## src/rtl/alarm_sched_multi.sv

```systemverilog
// alarm_sched_multi: NUM_ALARMS programmable alarm slots sharing one ring/snooze/stop controller.
// Define DAY_MASK_EN to add per-slot weekday masks (Day and LoadDays ports).
module alarm_sched_multi #(
  parameter int NUM_ALARMS  = 4,
  parameter int SNZ_CYCLES  = 60000,
  parameter int STOP_CYCLES = 3000,
  parameter int RING_CYCLES = 300000,
  parameter int MAX_SNOOZE  = 3,
  localparam int IDXW = (NUM_ALARMS > 1) ? $clog2(NUM_ALARMS) : 1,
  localparam int SCW  = (MAX_SNOOZE > 0) ? $clog2(MAX_SNOOZE + 1) : 1
) (
  input  logic                  Clk,
  input  logic                  Reset,
  input  logic [4:0]            Hour,
  input  logic [5:0]            Min,
  input  logic                  MinTick,
  input  logic                  Load,
  input  logic [IDXW-1:0]       LoadIdx,
  input  logic [4:0]            LoadHour,
  input  logic [5:0]            LoadMin,
  input  logic                  LoadEn,
`ifdef DAY_MASK_EN
  input  logic [2:0]            Day,
  input  logic [6:0]            LoadDays,
`endif
  input  logic                  EN_SNZ,
  input  logic                  EN_STOP,
  output logic                  Buzz,
  output logic                  Snoozing,
  output logic [IDXW-1:0]       ActiveIdx,
  output logic [SCW-1:0]        SnoozeCnt,
  output logic [NUM_ALARMS-1:0] AlarmOn
);

  localparam int SNW = (SNZ_CYCLES  > 1) ? $clog2(SNZ_CYCLES)  : 1;
  localparam int STW = (STOP_CYCLES > 1) ? $clog2(STOP_CYCLES) : 1;
  localparam int RTW = (RING_CYCLES > 1) ? $clog2(RING_CYCLES) : 1;

  localparam logic [SNW-1:0] SNZ_LAST  = SNW'(SNZ_CYCLES - 1);
  localparam logic [STW-1:0] STOP_LAST = STW'(STOP_CYCLES - 1);
  localparam logic [RTW-1:0] RING_LAST = RTW'(RING_CYCLES - 1);
  localparam logic [SCW-1:0] SNZ_MAX   = SCW'(MAX_SNOOZE);

  typedef enum logic [1:0] {
    ST_IDLE   = 2'd0,
    ST_RING   = 2'd1,
    ST_SNOOZE = 2'd2
  } state_t;

  state_t                  state;
  logic [4:0]              slot_hour [NUM_ALARMS];
  logic [5:0]              slot_min  [NUM_ALARMS];
  logic [NUM_ALARMS-1:0]   slot_en;
`ifdef DAY_MASK_EN
  logic [6:0]              slot_days [NUM_ALARMS];
`endif

  logic [SNW-1:0]          snz_tmr;
  logic [STW-1:0]          stop_cnt;
  logic [RTW-1:0]          ring_tmr;
  logic                    snz_q;

  logic [NUM_ALARMS-1:0]   match;
  logic                    any_match;
  logic [IDXW-1:0]         match_idx;
  logic                    stop_done;
  logic                    snz_edge;
  logic                    snz_allowed;

  assign AlarmOn     = slot_en;
  assign stop_done   = EN_STOP && (stop_cnt == STOP_LAST);
  assign snz_edge    = EN_SNZ && !snz_q;
  assign snz_allowed = (SnoozeCnt < SNZ_MAX);

  // Compare against the slot registers as they stood before this edge, so a
  // Load in the same cycle as MinTick does not influence that tick.
  always_comb begin
    logic [7:0] days_ext;
    days_ext  = '0;
    match     = '0;
    for (int i = 0; i < NUM_ALARMS; i++) begin
      match[i] = MinTick && slot_en[i] && (slot_hour[i] == Hour) && (slot_min[i] == Min);
`ifdef DAY_MASK_EN
      days_ext = {1'b0, slot_days[i]};
      if (!days_ext[Day]) match[i] = 1'b0;
`endif
    end
    any_match = |match;
    match_idx = '0;
    for (int i = NUM_ALARMS - 1; i >= 0; i--) begin
      if (match[i]) match_idx = IDXW'(i);
    end
  end

  always_ff @(posedge Clk) begin
    if (Reset) begin
      for (int i = 0; i < NUM_ALARMS; i++) begin
        slot_hour[i] <= '0;
        slot_min[i]  <= '0;
`ifdef DAY_MASK_EN
        slot_days[i] <= 7'h7F;
`endif
      end
      slot_en   <= '0;
      state     <= ST_IDLE;
      Buzz      <= 1'b0;
      Snoozing  <= 1'b0;
      ActiveIdx <= '0;
      SnoozeCnt <= '0;
      snz_tmr   <= '0;
      stop_cnt  <= '0;
      ring_tmr  <= '0;
      snz_q     <= 1'b0;
    end else begin
      // Out-of-range LoadIdx matches no slot and is therefore dropped.
      for (int i = 0; i < NUM_ALARMS; i++) begin
        if (Load && (LoadIdx == IDXW'(i))) begin
          slot_hour[i] <= LoadHour;
          slot_min[i]  <= LoadMin;
          slot_en[i]   <= LoadEn;
`ifdef DAY_MASK_EN
          slot_days[i] <= LoadDays;
`endif
        end
      end
      snz_q <= EN_SNZ;

      case (state)
        ST_IDLE: begin
          snz_tmr  <= '0;
          stop_cnt <= '0;
          ring_tmr <= '0;
          if (any_match) begin
            state     <= ST_RING;
            Buzz      <= 1'b1;
            Snoozing  <= 1'b0;
            ActiveIdx <= match_idx;
            SnoozeCnt <= '0;
          end
        end

        ST_RING, ST_SNOOZE: begin
          if (!EN_STOP)                 stop_cnt <= '0;
          else if (stop_cnt != STOP_LAST) stop_cnt <= stop_cnt + STW'(1);

          if (stop_done) begin
            state     <= ST_IDLE;
            Buzz      <= 1'b0;
            Snoozing  <= 1'b0;
            SnoozeCnt <= '0;
            snz_tmr   <= '0;
            stop_cnt  <= '0;
            ring_tmr  <= '0;
          end else if (state == ST_RING) begin
            if (snz_edge && snz_allowed) begin
              state     <= ST_SNOOZE;
              Buzz      <= 1'b0;
              Snoozing  <= 1'b1;
              SnoozeCnt <= SnoozeCnt + SCW'(1);
              snz_tmr   <= '0;
            end else if (ring_tmr == RING_LAST) begin
              // Unattended too long: auto-off, ActiveIdx keeps the last event.
              state     <= ST_IDLE;
              Buzz      <= 1'b0;
              Snoozing  <= 1'b0;
              SnoozeCnt <= '0;
              snz_tmr   <= '0;
              stop_cnt  <= '0;
              ring_tmr  <= '0;
            end else begin
              ring_tmr <= ring_tmr + RTW'(1);
            end
          end else begin
            if (snz_tmr == SNZ_LAST) begin
              state    <= ST_RING;
              Buzz     <= 1'b1;
              Snoozing <= 1'b0;
              ring_tmr <= '0;
            end else begin
              snz_tmr <= snz_tmr + SNW'(1);
            end
          end
        end

        default: begin
          state    <= ST_IDLE;
          Buzz     <= 1'b0;
          Snoozing <= 1'b0;
        end
      endcase
    end
  end

endmodule

```

## config.mk

```make
export PLATFORM = sky130hd
export DESIGN_NAME = alarm_sched_multi
export DESIGN_NICKNAME = d
export VERILOG_FILES = /design/src/rtl/alarm_sched_multi.sv
export SDC_FILE = /design/constraint.sdc
export NUM_CORES = 1
export LEC_CHECK = 0
export CAP_MARGIN = 20
export CORE_MARGIN = 1.5
export CORE_UTILIZATION = 45
export CTS_BUF_LIST = sky130_fd_sc_hd__clkbuf_4
export DETAILED_ROUTE_END_ITERATION = 10
export SLEW_MARGIN = 20
export SYNTH_ARGS = -nofsm -noshare
export SYNTH_HDL_FRONTEND = slang
export SYNTH_SLANG_ARGS = --single-unit
```

## constraint.sdc

```tcl
create_clock -name Clk -period 3.6 [get_ports Clk]
set_input_delay 0.72 -clock Clk [delete_from_list [all_inputs] [get_ports Clk]]
set_output_delay 0.72 -clock Clk [all_outputs]
set_load 0.03 [all_outputs]
```

==> reports/metrics.csv <==
stage,metric,value,unit
timing,relSlewSlack,46.0,%
synth,syn_inst,575,
pwr,power_density,344,nW/um2
clock_network,cts.htree.levels,3,
route,drtAntennaViolNets,0,
setup_path,arrival,3.10,ns
grt,grt_overflow,0,
layout,final_util,52.7,%
layout,nets,649,
grt,grtUsageMet1,32.3,%
floorplanning,initial_core_util,46.9,%
clock_network,cts_tree,yes,
synth,synthMuxAreaShare,0.922,%
floorplanning,core-area,11600,um2
synth,syn_nets,613,
setup_path,critPathLaunch,snz_tmr[0],
synth,synth_top_family_by_area,simple AND/OR/NAND/NOR gates,
timing,fin_ws,0.894,ns
synth,synth_edf_count,44,
min_path,hp-class,flop to flop,
clock_network,clk_path_buf_depth,2,
route,routed_wl,13100,um
timing,fin_crit_sh,75.2,%
layout,layoutNonFillerInstCount,759,
route,drc_errors,0,
grt,use_met2,32.2,%
route,firstDrtPassIters,5,
grt,grt_pass1_wl,22000,um
placed_design,io_buffers,40,
synth,synth_seq_cells,103,
synth,seq_area_frac_synth,46.1,%
floorplanning,io_pins,41,
synth,yosys.area_share.simple,26.7,%
synth,synth_fa_ha_area_share,1.61,%
synth,synth_area,5430,um2
synth,post_synth_xor_area_fraction,8.07,%
pwr,cellLeakagePower,2.04,nW
placed_design,dp_slack,0.612,ns
route,vias,4420,
route,drtIter0Drc,240,
clock_network,cts_hold_buf,0,
setup_path,cp-start-kind,flop,
timing,hold_viol_final,0,
floorplanning,rows,39,
route,wire_per_inst,17.3,um
clock_network,root_buffer,clkbuf_4,
synth,synthTopCellsByCount,"dfxtp_1 (59), and2_1 (50), nand2_1 (49), xor2_1 (48), edfxtp_1 (44)",
synth,yosys.area.top_type,edfxtp_1,
grt,grt_busiest_layer,met1,
pwr,p_int,1.53,mW
floorplanning,die_h,113,um
setup_path,timing.rr.start,snz_tmr[0],
synth,yosys_most_used_dff,dfxtp_1,
floorplanning,die_area,12700,um2
timing,tightest_slew,0.807,ns
synth,post-synth-top-count-cell,dfxtp_1,
clock_network,clock_latency,0.48,ns
timing,period_minus_slack,2.71,ns
timing,fin_tns_setup,0,ns
synth,yosysWarnings,0,
grt,grt_use_total,22.1,%
grt,antenna_found_initial,0,
timing,max_freq,0.370,GHz
synth,synth_top_area_share,24.3,%
placed_design,hpwl,9180,um
timing,drv_slew,0,
pwr,finalPower,2.09,mW
flow_run,cap_violations,0,
timing,rsz0062_at_grt,no,
pwr,irDropWorstVdd,0.226,mV
layout,area_growth,12.3,%
timing,fin_skew,0.0171,ns
synth,synth.distinct_cells,60,
clock_network,cts_buffers,9,
synth,synth_compound_area_share,13.7,%
layout,drive_gt1_share,6.66,%
grt,grt_use_met3,5.62,%
floorplanning,die_w,113,um
pwr,power.share.sequential,61.3,%
clock_network,post_cts_buffers,0,
synth,synth_area_leaders,"edfxtp_1 (24%), dfxtp_1 (22%), xor2_1 (7.7%), and2_1 (5.8%), nand2_1 (3.4%)",
setup_path,required,3.99,ns
setup_path,crit_fanout,8,
grt,grt_pass1_vias,4200,
layout,diodes,0,
pwr,p_clk_share,26.7,%
clock_network,cts_resized,0,
pwr,pwr-share-comb,12.0,%
synth,syn-mean-instance-area,9.44,um2
pwr,sw_frac_of_total,26.8,%
timing,setup_viol,0,
grt,grt_max_degree,31,
setup_path,criticalPathCategory,flop to flop,
clock_network,cts_sinks,103,
min_path,hp-start,snz_tmr[15],
route,via_per_inst,5.82,
setup_path,r2r_setup_slack,0.89,ns
synth,synth-async-reset-ratio,0,%
placed_design,globalplace.congestion,0.843,
status,run_status,"complete, no violations",
placed_design,post-place-cells,743,
pwr,p_sw,0.561,mW
setup_path,endpoint_kind,flop,
clock_network,path_clk_slew,0.15,ns
[metrics by stage]
step | hold WS [ns] | instance area (um2)
final | 0.497 | 6090
after global routing | 0.518 | 6090
after CTS | 0.496 | 6090
after detailed placement | 0.472 | 5980
after global placement | 0.474 | 5980
after floorplan | 0.439 | 5430
[state kept, by name (all words and copies together), names as in the netlist, 4 cells and up]
name       flops
AlarmOn        4
ring_tmr      19
slot_hour     20
slot_min      24
snz_tmr       16
stop_cnt      12
[worst max-delay path, cell delays in order (launching register included)]
cell,delay [ns]
dfxtp_1,0.43
ha_1,0.29
and4bb_2,0.27
nand4_1,0.15
or2_1,0.33
a31oi_1,0.65
a41oi_1,0.21
a311oi_1,0.29
[area by class of cell]
cell class	instances	area, um2
Clock buffer	13	97.6
Sequential cell	103	2500
Fill cell	1081	5470
Tap cell	143	179
Multi-Input combinational cell	433	2770
Clock inverter	3	20.0
Timing Repair Buffer	51	478
Inverter	13	48.8
[layer usage]
metal / up-vias / wire length, um
met5: - / 0
met4: 0 / 155
met3: 16 / 671
met2: 105 / 5710
met1: 2115 / 6600
li1: 2184 / -
[cell families (layout without fill, tap and decap cells)]
family | count (synthesis) | count (layout)
muxes | 5 | 5
xor gates and xnor gates | 50 | 50
AOI/OAI and AO/OA | 110 | 110
buffers and inverters | 39 | 80
adders and majority gates | 7 | 7
DFF | 103 | 103
and+or+nand+nor | 261 | 261
[worst paths after layout]
check	end	depth (start not counted)
worst max-delay path	ring_tmr[11]	7
worst min-delay path	snz_tmr[15]	2
worst max register to register	ring_tmr[11]	7
worst min register to register	snz_tmr[15]	2
[cell usage in the layout, fill, tap and decap left out, drive strengths merged, types with 3 or more instances in the layout]
| cell type | Yosys | layout |
|---|---|---|
| and2 | 51 | 51 |
| buf | 9 | 12 |
| a41oi | 6 | 6 |
| edfxtp | 44 | 44 |
| ha | 7 | 7 |
| a21o | 3 | 3 |
| and4 | 3 | 3 |
| a21oi | 29 | 29 |
| nand3 | 31 | 31 |
| o2111ai | 3 | 3 |
| a31o | 5 | 5 |
| nor3 | 11 | 11 |
| nand4b | 3 | 3 |
| clkbuf | 17 | 13 |
| or4 | 3 | 3 |
| inv | 13 | 13 |
| a31oi | 14 | 14 |
| mux2i | 5 | 5 |
| nand4 | 13 | 13 |
| nor2 | 36 | 36 |
| a311oi | 12 | 12 |
| clkdlybuf4s50 | 0 | 39 |
| and3 | 8 | 8 |
| and4bb | 3 | 3 |
| nand2 | 49 | 49 |
| a211oi | 6 | 6 |
| nor3b | 3 | 3 |
| xor2 | 48 | 48 |
| nor4 | 18 | 18 |
| nor2b | 6 | 6 |
| o21ai | 18 | 18 |
| dfxtp | 59 | 59 |
| nand2b | 13 | 13 |
[power by group through the flow]
stage / combinational, mW / sequential (mW) / clock (mW)
after CTS: 0.252 / 1.28 / 0.577
after detailed placement: 0.251 / 1.31 / 0
after global routing: 0.276 / 1.29 / 0.617
after floorplan: 0.139 / 1.31 / 0
final: 0.252 / 1.28 / 0.559
after global placement: 0.249 / 1.31 / 0
Power figures use the tool's default switching activity.
